**config.mk**
```make
export PLATFORM = sky130hd
export DESIGN_NAME = debug_step_console
export DESIGN_NICKNAME = d
export VERILOG_FILES = /design/src/rtl/debug_step_console.sv
export SDC_FILE = /design/constraint.sdc
export NUM_CORES = 1
export LEC_CHECK = 0
export ABC_AREA = 1
export BUFFER_PORTS_ARGS = -buffer_cell sky130_fd_sc_hd__clkbuf_2
export CAP_MARGIN = 20
export CORE_MARGIN = 1.5
export CORE_UTILIZATION = 45
export DETAILED_ROUTE_END_ITERATION = 12
export HOLD_SLACK_MARGIN = 0.1
export PLACE_DENSITY = 0.72
export SYNTH_ARGS = -nofsm -noshare
export SYNTH_HDL_FRONTEND = slang
export SYNTH_SLANG_ARGS = --single-unit
export TNS_END_PERCENT = 50
```
**constraint.sdc**
```tcl
create_clock -name clk -period 2.1 [get_ports clk]
set_input_delay 0.42 -clock clk [delete_from_list [all_inputs] [get_ports clk]]
set_output_delay 0.42 -clock clk [all_outputs]
set_load 0.02 [all_outputs]
```
**src/rtl/debug_step_console.sv**
```systemverilog
`default_nettype none
// ============================================================================
// debug_step_console : debounced single-step / free-run CPU clock enable,
//                      step counter and held channel probe for hex displays
// Revision 1.0
// ============================================================================
module debug_step_console #(
  parameter int DATA_W       = 8,
  parameter int N_CH         = 4,
  parameter int DEBOUNCE_CYC = 500000,
  parameter int AUTO_DIV     = 25000000
) (
  input  logic                    clk,
  input  logic                    rst,
  input  logic                    key_step_n,
  input  logic                    key_page_n,
  input  logic                    mode_run,
  input  logic [N_CH*DATA_W-1:0]  ch_data,
  output logic                    cpu_en,
  output logic [15:0]             step_count,
  output logic [$clog2(N_CH)-1:0] ch_sel,
  output logic [31:0]             hex_nib,
  output logic                    heartbeat
);

  localparam int c_SEL_W = $clog2(N_CH);
  localparam int c_DB_W  = $clog2(DEBOUNCE_CYC);
  localparam int c_DIV_W = $clog2(AUTO_DIV);
  localparam logic [c_DB_W-1:0]  c_DB_LAST  = c_DB_W'(DEBOUNCE_CYC - 1);
  localparam logic [c_DIV_W-1:0] c_DIV_LAST = c_DIV_W'(AUTO_DIV - 1);
  localparam logic [c_SEL_W-1:0] c_SEL_LAST = c_SEL_W'(N_CH - 1);

  logic [1:0]         w_key_raw;
  logic [1:0]         r_key_s1;
  logic [1:0]         r_key_s2;
  logic [1:0]         w_key_evt;
  logic               r_mode_s1;
  logic               r_mode_s2;
  logic               w_mode_chg;
  logic               w_step_evt;
  logic               w_page_evt;
  logic               w_run_tick;
  logic [c_DIV_W-1:0] r_div;
  logic [15:0]        r_step_count;
  logic               r_heartbeat;
  logic [c_SEL_W-1:0] r_ch_sel;
  logic [c_SEL_W-1:0] w_ch_sel_nxt;
  logic [DATA_W-1:0]  r_hold;
  logic [DATA_W-1:0]  w_ch_word;

  assign w_key_raw = {key_page_n, key_step_n};

  always_ff @(posedge clk) begin
    if (rst) begin
      r_key_s1  <= 2'b11;
      r_key_s2  <= 2'b11;
      r_mode_s1 <= 1'b0;
      r_mode_s2 <= 1'b0;
    end else begin
      r_key_s1  <= w_key_raw;
      r_key_s2  <= r_key_s1;
      r_mode_s1 <= mode_run;
      r_mode_s2 <= r_mode_s1;
    end
  end

  // Index 0 = step key, index 1 = page key; only a falling accepted level is an event.
  for (genvar gi = 0; gi < 2; gi++) begin : g_key
    logic [c_DB_W-1:0] r_cnt;
    logic              r_lvl;
    logic              r_lvl_d;
    logic              r_evt;

    always_ff @(posedge clk) begin
      if (rst) begin
        r_cnt   <= '0;
        r_lvl   <= 1'b1;
        r_lvl_d <= 1'b1;
        r_evt   <= 1'b0;
      end else begin
        if (r_key_s2[gi] == r_lvl) begin
          r_cnt <= '0;
        end else if (r_cnt == c_DB_LAST) begin
          r_lvl <= r_key_s2[gi];
          r_cnt <= '0;
        end else begin
          r_cnt <= r_cnt + c_DB_W'(1);
        end
        r_lvl_d <= r_lvl;
        r_evt   <= r_lvl_d & ~r_lvl;
      end
    end

    assign w_key_evt[gi] = r_evt;
  end

  assign w_step_evt = w_key_evt[0];
  assign w_page_evt = w_key_evt[1];

  // A mode flip is caught one stage early so the divider restarts as the new level lands.
  assign w_mode_chg = r_mode_s1 ^ r_mode_s2;

  always_ff @(posedge clk) begin
    if (rst) begin
      r_div <= '0;
    end else if (w_mode_chg || !r_mode_s2 || (r_div == c_DIV_LAST)) begin
      r_div <= '0;
    end else begin
      r_div <= r_div + c_DIV_W'(1);
    end
  end

  assign w_run_tick = (r_div == c_DIV_LAST);
  assign cpu_en     = !rst && (r_mode_s2 ? w_run_tick : w_step_evt);

  assign w_ch_sel_nxt = !w_page_evt ? r_ch_sel :
                        (r_ch_sel == c_SEL_LAST) ? '0 : r_ch_sel + c_SEL_W'(1);
  assign w_ch_word    = ch_data[int'(w_ch_sel_nxt) * DATA_W +: DATA_W];

  always_ff @(posedge clk) begin
    if (rst) begin
      r_step_count <= '0;
      r_heartbeat  <= 1'b0;
      r_ch_sel     <= '0;
      r_hold       <= '0;
    end else begin
      if (cpu_en) begin
        r_step_count <= r_step_count + 16'd1;
        r_heartbeat  <= ~r_heartbeat;
      end
      r_ch_sel <= w_ch_sel_nxt;
      if (cpu_en || w_page_evt) begin
        r_hold <= w_ch_word;
      end
    end
  end

  assign step_count     = r_step_count;
  assign heartbeat      = r_heartbeat;
  assign ch_sel         = r_ch_sel;
  assign hex_nib[31:16] = r_step_count;

  if (DATA_W < 16) begin : g_pad
    assign hex_nib[15:0] = {{(16 - DATA_W){1'b0}}, r_hold};
  end else begin : g_full
    assign hex_nib[15:0] = r_hold;
  end

endmodule
`default_nettype wire

```
==> out/results.txt <==
Share of synthesized area occupied by flip-flops and latches = 38.8%
Number of global-route vias before repair = 4019
Critical path's largest stage delay = 0.35 ns
Overflow left after global routing = 0
Met1 capacity usage during global routing = 22.7%
Global routing met3 resource utilization = 3.99%
Synth cell count leaders = 162 x sky130_fd_sc_hd__nand2_1, 111 x sky130_fd_sc_hd__nor2_1, 102 x sky130_fd_sc_hd__dfxtp_1
Worst setup SP type = flop
Worst hold path type = primary input to flop
Max-slew violation total from the final report = 0
Endpoint kind of the worst setup timing path = output port
Max Cap Viol = 0
Flop and latch count out of synthesis = 102
Leading register cell type out of synthesis = sky130_fd_sc_hd__dfxtp_1
Num ports = 89
Detail-routed net length per standard cell = 10.9 um
First drt pass iteration count = 6
Via total after detailed routing = 4685
Global routing's busiest layer = met2
Most common cell in the synthesized netlist = sky130_fd_sc_hd__nand2_1
Hold slack = 0.278 ns
Share of synthesized registers carrying an async set or reset = 0%
Number of buffers created by CTS = 9
Total standard cell area after synthesis = 0.00526 mm^2
Cell breakdown of the critical path = ha_4, nand2_4, nor2_4, nand2_4, nor2_4, nand2_2, nand2_4, nand3_4, inv_4, clkbuf_8
Mean cell area of the mapped netlist = 6.99 um^2
Cell taking the most area after synthesis = sky130_fd_sc_hd__dfxtp_1
Number of levels in the clock H-tree = 3
Run status = finished, final reports clean
Clock slew seen by the registers of the worst setup and hold paths = 0.07 ns
Final Wtd Congestion = 0.886
Final Hold Fails = 0
Layout cell share with drive strength beyond 1 = 19.0%
Core area = 0.0114 mm^2
P_leak = 2.55 nW
Count of nets left with antenna violations after detail routing = 0
DP Area = 0.00565 mm^2
Clock Sink Count = 102
Synth area leaders = sky130_fd_sc_hd__dfxtp_1 39%, sky130_fd_sc_hd__nand2_1 12%, sky130_fd_sc_hd__nor2_1 7.9%
Initial antenna violation count = 0
First-pass GRT wire length = 18.1 mm
Number of antenna repair diodes = 0
Met2 capacity usage during global routing = 28.3%
Worst voltage drop across the vdd grid = 0.000409 V
Synth Warn # = 0
Number of synthesized flops with an enable pin = 0
Type of the worst setup path = flop to output port
Aggregate global-route resource usage = 17.4%
Ratio of total power to cell area = 617 mW/mm^2
Maximum number of pins on one net before global-route repair = 21
Area fraction of the dominant cell type after synthesis = 38.8%
Final critical delay including setup and external delays = 2.02 ns
Final WL = 10.6 mm
Finished Core Util = 52.8%
DRC marker count from the first detailed-route iteration = 207
Period utilization = 96.3%
Syn-to-layout area delta = 14.6%
Total DRC errors in the routed layout = 0
Final setup violating endpoints = 0
Number of library cell types mapped by synthesis = 40
Die outline area = 0.0124 mm^2
Die H = 111 um
Final setup skew = 0.00566 ns
Synthesized instance count = 753
Most frequent CP cell = sky130_fd_sc_hd__nand2_4
Post-route cell area = 0.00603 mm^2
Layout net count = 870
Largest driver fanout on the critical path = 2
Crit path max-delay cell type = sky130_fd_sc_hd__dfxtp_2
X dimension of the die = 111 um
CTS tree = done
IO buf count = 80
Clock insertion delay at the later pin of the skew report = 0.34 ns
Vias per cell = 4.81
Initial Utilization = 46.1%
Placed wire-length estimate after detailed placement = 7.86 mm
Crit path arrival time = 1.60 ns
Number of buffers on the longest clock path = 2
Highest Clock Rate = 0.494 GHz
Worst Path Required = 1.68 ns
Master cell of the clock root buffer = sky130_fd_sc_hd__clkbuf_16
Row count = 39
Setup TNS = 0 ns
placed cells by master, fill, tap and decap left out, types with 12 or more instances in the layout:
cell and count:
sky130_fd_sc_hd__or2_2 12, sky130_fd_sc_hd__buf_4 15, sky130_fd_sc_hd__nand4_1 13, sky130_fd_sc_hd__clkbuf_2 79
sky130_fd_sc_hd__dfxtp_1 100, sky130_fd_sc_hd__inv_1 90, sky130_fd_sc_hd__nand2_1 162, sky130_fd_sc_hd__nor2_1 110
sky130_fd_sc_hd__a21oi_1 41, sky130_fd_sc_hd__o21ai_0 19, sky130_fd_sc_hd__nor3_1 29, sky130_fd_sc_hd__nand3_1 36
sky130_fd_sc_hd__xor2_1 19
metal layers:
| metal | part of all wire [%] | vias up | wire, um |
|---|---|---|---|
| met4 | 1.8 | 0 | 188 |
| met3 | 4.3 | 17 | 461 |
| met2 | 47 | 96 | 4960 |
| li1 | - | 2510 | - |
| met5 | 0 | - | 0 |
| met1 | 47 | 2062 | 5010 |
kinds of logic (layout without fill, tap and decap cells):
| family | count (synthesis) | count (layout) | synth area share (%) |
|---|---|---|---|
| flip-flops | 102 | 102 | 38.8 |
| buffers and inverters | 135 | 206 | 11.9 |
| AO/OA/AOI/OAI | 74 | 74 | 7.82 |
| adder cells (fa/ha/maj) | 5 | 5 | 1.19 |
| other | 1 | 8 | 0.0713 |
| AND/OR/NAND/NOR | 412 | 412 | 36.2 |
| XOR/XNOR | 24 | 24 | 3.99 |
flip-flops by register name (all words and copies together) (netlist names), 2 cells and up:
name and cells:
ch_sel 2, g_key.r_cnt 38, g_key.r_evt 2, g_key.r_lvl 2
g_key.r_lvl_d 2, r_div 25, r_hold 8, r_key_s1 2
r_key_s2 2, step_count 16
per-stage QoR:
step	setup slack, ns	instances	total power, W
final	0.0773	974	0.00372
after global routing	-0.00401	974	0.00387
after CTS	0.00706	970	0.00377
after detailed placement	0.239	951	0.00216
after global placement	0.288	951	0.00216
after floorplan	0.402	760	0.00212
layout make-up:
cell class,instances,area (um^2)
Multi-Input combinational cell,523,2640
Clock inverter,4,48.8
Sequential cell,102,2040
Inverter,97,368
Fill cell,1106,5390
Timing Repair Buffer,95,522
Tap cell,143,179
Clock buffer,10,229
critical path: cells and delay by family (launching register included):
| kind | cells | cell delay (ns) |
|---|---|---|
| AND/OR/NAND/NOR | 7 | 0.55 |
| adder cells (fa/ha/maj) | 1 | 0.15 |
| flip-flops | 1 | 0.35 |
| buffers and inverters | 2 | 0.20 |
timing repair:
action	4_1_cts	5_1_grt
buffers inserted	5	4
pin swaps	3	4
endpoints found under the setup margin	1	1
hold buffers	0	0
resized for setup	6	4
power breakdown:
| part | total [W] | internal, W | switching, W |
|---|---|---|---|
| clock | 0.00159 | 0.000911 | 0.000684 |
| sequential | 0.00196 | 0.00195 | 0.0000105 |
| combinational | 0.000165 | 0.0000663 | 0.0000985 |
| total | 0.00372 | 0.00293 | 0.000793 |
path summary, 6_finish.rpt:
| kind | from | end | slack, ns | cells after the start |
|---|---|---|---|---|
| worst max-delay path | r_div[1] | cpu_en | 0.08 | 10 |
| worst min-delay path | key_page_n | r_key_s1[1] | 0.28 | 2 |
| worst max register to register | g_key[0].r_cnt[0] | g_key[0].r_cnt[9] | 0.28 | 11 |
| worst min register to register | r_key_s1[0] | r_key_s2[0] | 0.42 | 1 |
Note: power is estimated with default switching activity, not from simulation.
